--- src/rtl/i2c_arbiter.sv ---
// -----------------------------------------------------------------------------
// i2c_arbiter
// Purpose : Round-robin arbiter and sequencer that shares one I2cMain controller
//           between two requesters. It grants one requester, latches its
//           command, strobes I2cMain, watches SCL/SDA for the closing STOP and
//           returns a DONE (with read data) or a timeout ERR pulse.
// Ports   :
//   i_clk, i_rst                     clock, async active-high reset
//   i_req0/1, i_rnw0/1               request level and direction (1 = read)
//   i_addr0/1 [6:0], i_wdata0/1      request address and write data
//   o_gnt0/1                         grant, grant cycle through DONE/ERR cycle
//   o_done0/1, o_err0/1              one-cycle completion / timeout pulses
//   o_rdata0/1 [15:0]                last read data per requester
//   o_start_stb, o_rnw, o_i2c_addr,
//   o_wr_data                        command interface to I2cMain
//   i_scl, i_sda_out, i_sda_oe       bus activity monitored from I2cMain
//   i_rd_data [15:0]                 read data from I2cMain
// -----------------------------------------------------------------------------
module i2c_arbiter #(
    parameter int unsigned TIMEOUT_CYCLES = 4096
) (
    input  logic        i_clk,
    input  logic        i_rst,
    input  logic        i_req0,
    input  logic        i_req1,
    input  logic        i_rnw0,
    input  logic        i_rnw1,
    input  logic [6:0]  i_addr0,
    input  logic [6:0]  i_addr1,
    input  logic [15:0] i_wdata0,
    input  logic [15:0] i_wdata1,
    output logic        o_gnt0,
    output logic        o_gnt1,
    output logic        o_done0,
    output logic        o_done1,
    output logic        o_err0,
    output logic        o_err1,
    output logic [15:0] o_rdata0,
    output logic [15:0] o_rdata1,
    output logic        o_start_stb,
    output logic        o_rnw,
    output logic [6:0]  o_i2c_addr,
    output logic [15:0] o_wr_data,
    input  logic        i_scl,
    input  logic        i_sda_out,
    input  logic        i_sda_oe,
    input  logic [15:0] i_rd_data
);

    localparam int unsigned CNT_W = $clog2(TIMEOUT_CYCLES);

    typedef enum logic [2:0] {
        S_IDLE,
        S_LAUNCH,
        S_WAIT_START,
        S_WAIT_STOP,
        S_DONE,
        S_ERR
    } state_t;

    state_t             r_state;
    logic               r_ptr;
    logic               r_win;
    logic               r_sda_prev;
    logic [CNT_W-1:0]   r_cnt;

    logic               w_win;
    logic               w_stop;
    logic [CNT_W-1:0]   w_cnt_nxt;
    logic               w_timeout;

    // Winner: the only requester, or the pointer's choice on a tie
    assign w_win     = (i_req0 && i_req1) ? r_ptr : i_req1;

    // STOP: SDA driven high while SCL is high, after being low last cycle
    assign w_stop    = i_scl && i_sda_oe && i_sda_out && !r_sda_prev;

    // Abort when the count reaches TIMEOUT-1; the counter never wraps
    assign w_cnt_nxt = r_cnt + CNT_W'(1);
    assign w_timeout = (w_cnt_nxt == CNT_W'(TIMEOUT_CYCLES - 1));

    // Sequencer; handshake outputs are registered alongside the state
    always_ff @(posedge i_clk or posedge i_rst) begin
        if (i_rst) begin
            r_state     <= S_IDLE;
            r_ptr       <= 1'b0;
            r_win       <= 1'b0;
            r_sda_prev  <= 1'b0;
            r_cnt       <= '0;
            o_gnt0      <= 1'b0;
            o_gnt1      <= 1'b0;
            o_done0     <= 1'b0;
            o_done1     <= 1'b0;
            o_err0      <= 1'b0;
            o_err1      <= 1'b0;
            o_rdata0    <= '0;
            o_rdata1    <= '0;
            o_start_stb <= 1'b0;
            o_rnw       <= 1'b0;
            o_i2c_addr  <= '0;
            o_wr_data   <= '0;
        end else begin
            r_sda_prev  <= i_sda_out;
            o_start_stb <= 1'b0;
            o_done0     <= 1'b0;
            o_done1     <= 1'b0;
            o_err0      <= 1'b0;
            o_err1      <= 1'b0;

            case (r_state)
                S_IDLE: begin
                    if (i_req0 || i_req1) begin
                        r_win       <= w_win;
                        o_rnw       <= w_win ? i_rnw1   : i_rnw0;
                        o_i2c_addr  <= w_win ? i_addr1  : i_addr0;
                        o_wr_data   <= w_win ? i_wdata1 : i_wdata0;
                        o_gnt0      <= !w_win;
                        o_gnt1      <= w_win;
                        o_start_stb <= 1'b1;
                        r_state     <= S_LAUNCH;
                    end
                end

                S_LAUNCH: begin
                    r_cnt   <= '0;
                    r_state <= S_WAIT_START;
                end

                S_WAIT_START: begin
                    r_cnt <= w_cnt_nxt;
                    if (w_timeout) begin
                        o_err0  <= !r_win;
                        o_err1  <= r_win;
                        r_state <= S_ERR;
                    end else if (!i_scl) begin
                        r_state <= S_WAIT_STOP;
                    end
                end

                S_WAIT_STOP: begin
                    r_cnt <= w_cnt_nxt;
                    if (w_timeout) begin
                        o_err0  <= !r_win;
                        o_err1  <= r_win;
                        r_state <= S_ERR;
                    end else if (w_stop) begin
                        o_done0 <= !r_win;
                        o_done1 <= r_win;
                        r_state <= S_DONE;
                    end
                end

                S_DONE: begin
                    if (o_rnw) begin
                        if (r_win) o_rdata1 <= i_rd_data;
                        else       o_rdata0 <= i_rd_data;
                    end
                    o_gnt0  <= 1'b0;
                    o_gnt1  <= 1'b0;
                    r_ptr   <= !r_win;
                    r_state <= S_IDLE;
                end

                S_ERR: begin
                    o_gnt0  <= 1'b0;
                    o_gnt1  <= 1'b0;
                    r_ptr   <= !r_win;
                    r_state <= S_IDLE;
                end

                default: begin
                    o_gnt0  <= 1'b0;
                    o_gnt1  <= 1'b0;
                    r_state <= S_IDLE;
                end
            endcase
        end
    end

endmodule

--- config.mk ---
export PLATFORM = sky130hd
export DESIGN_NAME = i2c_arbiter
export DESIGN_NICKNAME = d
export VERILOG_FILES = /design/src/rtl/i2c_arbiter.sv
export SDC_FILE = /design/constraint.sdc
export NUM_CORES = 1
export LEC_CHECK = 0
export BUFFER_PORTS_ARGS = -buffer_cell sky130_fd_sc_hd__buf_4
export CELL_PAD_IN_SITES_DETAIL_PLACEMENT = 1
export CELL_PAD_IN_SITES_GLOBAL_PLACEMENT = 1
export CORE_MARGIN = 2
export CORE_UTILIZATION = 30
export DETAILED_ROUTE_END_ITERATION = 6
export PLACE_DENSITY_LB_ADDON = 0.1
export SYNTH_ARGS = -nofsm -noshare
export SYNTH_HDL_FRONTEND = slang
export SYNTH_SLANG_ARGS = --single-unit
--- constraint.sdc ---
create_clock -name i_clk -period 3.3 [get_ports i_clk]
set_input_delay 0.66 -clock i_clk [delete_from_list [all_inputs] [get_ports i_clk]]
set_output_delay 0.66 -clock i_clk [all_outputs]
set_load 0.05 [all_outputs]
# After elaboration in Yosys (flattened, before gate mapping)
# Index checks and enable logic that the tools add are counted.
[classes]
n_reduce_logical = 18
add_sub_neg = 1
shifts = 0
n_bitwise = 2
mux = 27
n_lt_le_gt_ge = 0
n_div = 0
n_eq_ne = 9
n_mul = 0
[ops]
columns = ["cell", "n"]
rows = [
  ["12-bit case mux with 2 select lines", 1],
  ["1-bit 2-to-1 mux", 16],
  ["16-bit 2-to-1 mux", 1],
  ["3-bit 2-to-1 mux", 5],
  ["12-bit by 1-bit adder with 12-bit output, second input constant", 1],
  ["12-bit == test, second input constant", 1],
  ["3-bit case mux with 4 select lines", 1],
  ["3-bit AND reduction", 3],
  ["7-bit 2-to-1 mux", 1],
  ["3-bit by 2-bit == test with 1-bit output, second input constant", 2],
  ["3-bit == test, second input constant", 2],
  ["3-bit != test, second input constant", 2],
  ["1-bit logical AND", 4],
  ["1-bit case mux with 2 select lines", 2],
  ["2-bit AND reduction", 2],
  ["2-bit OR reduction", 2],
  ["3-bit by 1-bit == test with 1-bit output, second input constant", 1],
  ["1-bit logical NOT", 3],
  ["3-bit logical NOT", 1],
  ["3-bit OR reduction", 1],
  ["2-bit != test, second input constant", 1],
  ["1-bit NOT", 2],
  ["2-bit nonzero test", 1],
  ["1-bit logical OR", 1],
]
[totals]
output_inout_bits = 63
ram_bits = 0
in_bits = 71
word_cells = 74
ff_bits = 81
latchBits = 0
memories = 0
rom_bits = 0

# Depth between registers and ports, before layout
[logic_depth]
word_depth = 6
depth_mapped = 7
mapped_depth_nobuf = 6

# Worst setup path after synthesis
# Ideal clock, no wire load.
[synth_path]
path_kind = "register -> register"
startpoint = "register r_cnt[1]"
endpoint = "register o_done0"
t_required_ps = 3163
arrival_ps = 1711
stages_incl_launch_ff = 8
n_path_buf = 1
setup_slack_ps = 1452
path_cell_list = "dfrtp_1 ha_1 and3_1 buf_4 a21oi_1 nor4_2 and4_2 nor4_1"
[synth_via]
elab_chain_cells = 4
[synth_lines]
columns = ["item", "line_no", "rtl"]
rows = [
  ["from (decl)", "65", "logic [CNT_W-1:0] r_cnt;"],
  ["from (signal assigned)", "130", "r_cnt <= w_cnt_nxt;"],
  ["from (signal assigned)", "141", "r_cnt <= w_cnt_nxt;"],
  ["12-bit by 1-bit adder with 12-bit output", "79", "assign w_cnt_nxt = r_cnt + CNT_W'(1);"],
  ["12-bit == test", "80", "assign w_timeout = (w_cnt_nxt == CNT_W'(TIMEOUT_CYCLES - 1));"],
  ["1-bit 2-to-1 mux", "142", "if (w_timeout) begin"],
  ["1-bit 2-to-1 mux", "110", "case (r_state)"],
  ["to (signal assigned)", "147", "o_done0 <= !r_win;"],
  ["to (decl)", "34", "output logic o_done0,"],
]
# No other way between the ends.
# A chain may end at the register's enable or synchronous reset.

# Worst setup path in the final report
[layout_path]
startpoint = "register r_cnt[0]"
endpoint = "register o_done0"
# Same word-level chain as after synthesis.

==> metrics <==
R2R setup slack 1.07 ns; GRT busiest layer met2; ys async rst share 1.00; Setup crit end o_done0; placed insts 598; Max clock buf depth 2; met2 Track Usage GR 0.241; CTS tree built; total negative setup slack 0 ns; Synth Net Count 406; CTS Buf Count 9; H-tree levels 3; synthesized flop and latch total 81; Avg Cell Area, Syn 11.1 um^2; Total GRT Usage 0.154; Leakage Power 0.00250 uW; Yosys cell types 52; first-pass GRT wire length 15.8 mm; Nets 535; most common cell after layout, fill and taps aside buf_4; Post-CTS Setup Inserts 0; fin. max-slew vios 0; Fin. Hold Viols 0; die width 115 um; top cells by area in the synthesized netlist dfrtp_1 (55%), mux2_2 (9.8%), nand2_1 (6.6%); FF-to-FF Start r_cnt[0]; final non-filler cell total 613; fin crit share 0.675; RSZ-0062 raised after global routing false; Die Span Y 115 um; routed len/inst 16.1 um; Area growth, synth to finish 38.8%; Slew HR 0.481; R2R Path End o_done0; initial cell density of the core 0.306; share of cells above drive strength 1 0.433; initial antenna violation count 0; dpl hpwl 7.26 mm; setup slack after placement 1.10 ns; Overflow after GRT 0; Post-synth top flop dfrtp_1; antenna-violating nets left 0; IO Count 134; post-CTS resize count 0; Clock Skew 0.00685 ns; Slew @ Worst Pin 0.773 ns; final RePlAce weighted congestion 0.832; crit start category register; Die ar. 13200 um^2; Fillers 1354; outcome finished clean; cell count after synthesis 333; pwr/cell area 746 nW/um^2; crit path kind register to register; minimum clock period 2.23 ns; met1 Use GR 0.206; EDFF count, synth 0; Finished Core Util 0.425; Synth area leader dfrtp_1; Core Footprint 12000 um^2; Synth Warn # 0; post-synthesis sequential area ratio 0.551; commonest non-fill, non-tap cells in the layout buf_4 (139), dfrtp_1 (81), nand2_1 (65); Root Buffer Master clkbuf_16; drc violations 0; Worst Path Required 3.49 ns; largest vdd supply drop 269 uV; FF-to-FF path depth 6; hold_buf cts 0; row count 40; max-cap violations 0; initial drt markers 173; endpoint type of the worst setup path register; CTS clock-pin slew for the worst setup and hold paths 0.06 ns; Setup crit start r_cnt[0]; Setup Viol. Count Final 0; IO Port Bufs 133; Vias/cell 5.01; largest net degree at the start of global routing 44; GR Util met3 0.0459; Post-Synthesis Cell Area 3680 um^2; vias in the first global route 3021; worst skew pair latency 0.33 ns; Max Fclk 449 MHz; Worst EP arrival 2.41 ns; # clock sinks 81; ant diodes 0; drt pass-1 iters 4; kind of path behind the tightest hold check primary input to register; DR vias 3070; Routed WL 9.90 mm; Worst Setup Slack, final 1.07 ns; Total Power 3810 uW; Max FO, Critical Path 10; top cell type's share of synthesized area 0.551
==> state kept, by name, indices dropped and copies added (netlist names) <==
name	cells
o_done0	1
o_done1	1
o_err0	1
o_err1	1
o_gnt0	1
o_gnt1	1
o_i2c_addr	7
o_rdata0	16
o_rdata1	16
o_rnw	1
o_start_stb	1
o_wr_data	16
r_cnt	12
r_ptr	1
r_sda_prev	1
r_state	3
r_win	1
==> logic make-up after synthesis <==
| family | count (synthesis) | synth area share |
|---|---|---|
| AND/OR/NAND/NOR | 114 | 0.158 |
| flip-flops | 81 | 0.551 |
| AO/OA/AOI/OAI | 74 | 0.139 |
| multiplexers | 33 | 0.101 |
| buffers and inverters | 26 | 0.0367 |
| XOR/XNOR | 3 | 0.00714 |
| adder cells (fa/ha/maj) | 2 | 0.00680 |
==> layout make-up <==
type                       instances  area, um^2  share of cell area
timing repair buffer             139        1040               0.204
clock inverter                     5        81.3              0.0159
inverter                           5        20.0             0.00392
tap                              147         184              0.0360
clock buffer                      10         229              0.0448
multi-input combinational        226        1520               0.298
sequential                        81        2030               0.397
==> synth_stat cells (4+ instances only) <==
cell type,instances
inv_1,5
nand2_1,65
mux2_2,32
nand3_1,8
buf_2,9
nor2b_1,4
buf_4,5
nand4_1,5
nor2_1,6
a22oi_1,26
nor3_1,4
dfrtp_1,81
o21ai_0,16
clkbuf_1,5
a21oi_1,9
==> routing by layer <==
layer  up-vias  routed length, um
met5         -                  0
met4         0                149
met3        10                648
met2        87               4610
met1      1524               4490
li1       1449                  -
==> worst min path at each step <==
stage | from | end | slack, ns | cells past startpoint
finish | i_sda_out | r_sda_prev | 0.44 | 1
CTS | i_sda_out | r_sda_prev | 0.43 | 1
global placement | o_wr_data[15] | o_wr_data[15] | 0.45 | 2
detailed placement | o_wr_data[5] | o_wr_data[5] | 0.46 | 2
global route | i_sda_out | r_sda_prev | 0.43 | 1
floorplan | r_cnt[11] | r_cnt[11] | 0.47 | 1
==> stage by stage <==
step           area, um^2  hold slack [ns]
5_1_grt              5110            0.430
3_5_place_dp         4800            0.458
6_report             5110            0.441
4_1_cts              5110            0.432
3_3_place_gp         4800            0.452
2_1_floorplan        3680            0.466
==> report_power, final <==
| part | internal [uW] | switching [uW] | leakage (uW) |
|---|---|---|---|
| combinational | 420 | 928 | 0.00132 |
| sequential | 1210 | 203 | 0.00103 |
| clock | 658 | 395 | 0.000149 |
==> critical path, cell delays in order (launching register included) <==
cell and delay, ns:
dfrtp_1 0.53, ha_1 0.32, and3_1 0.39, a21oi_1 0.15, nor4_2 0.35, and4_2 0.29, nor4_1 0.05
No activity file was read; power rests on OpenSTA's default activity.
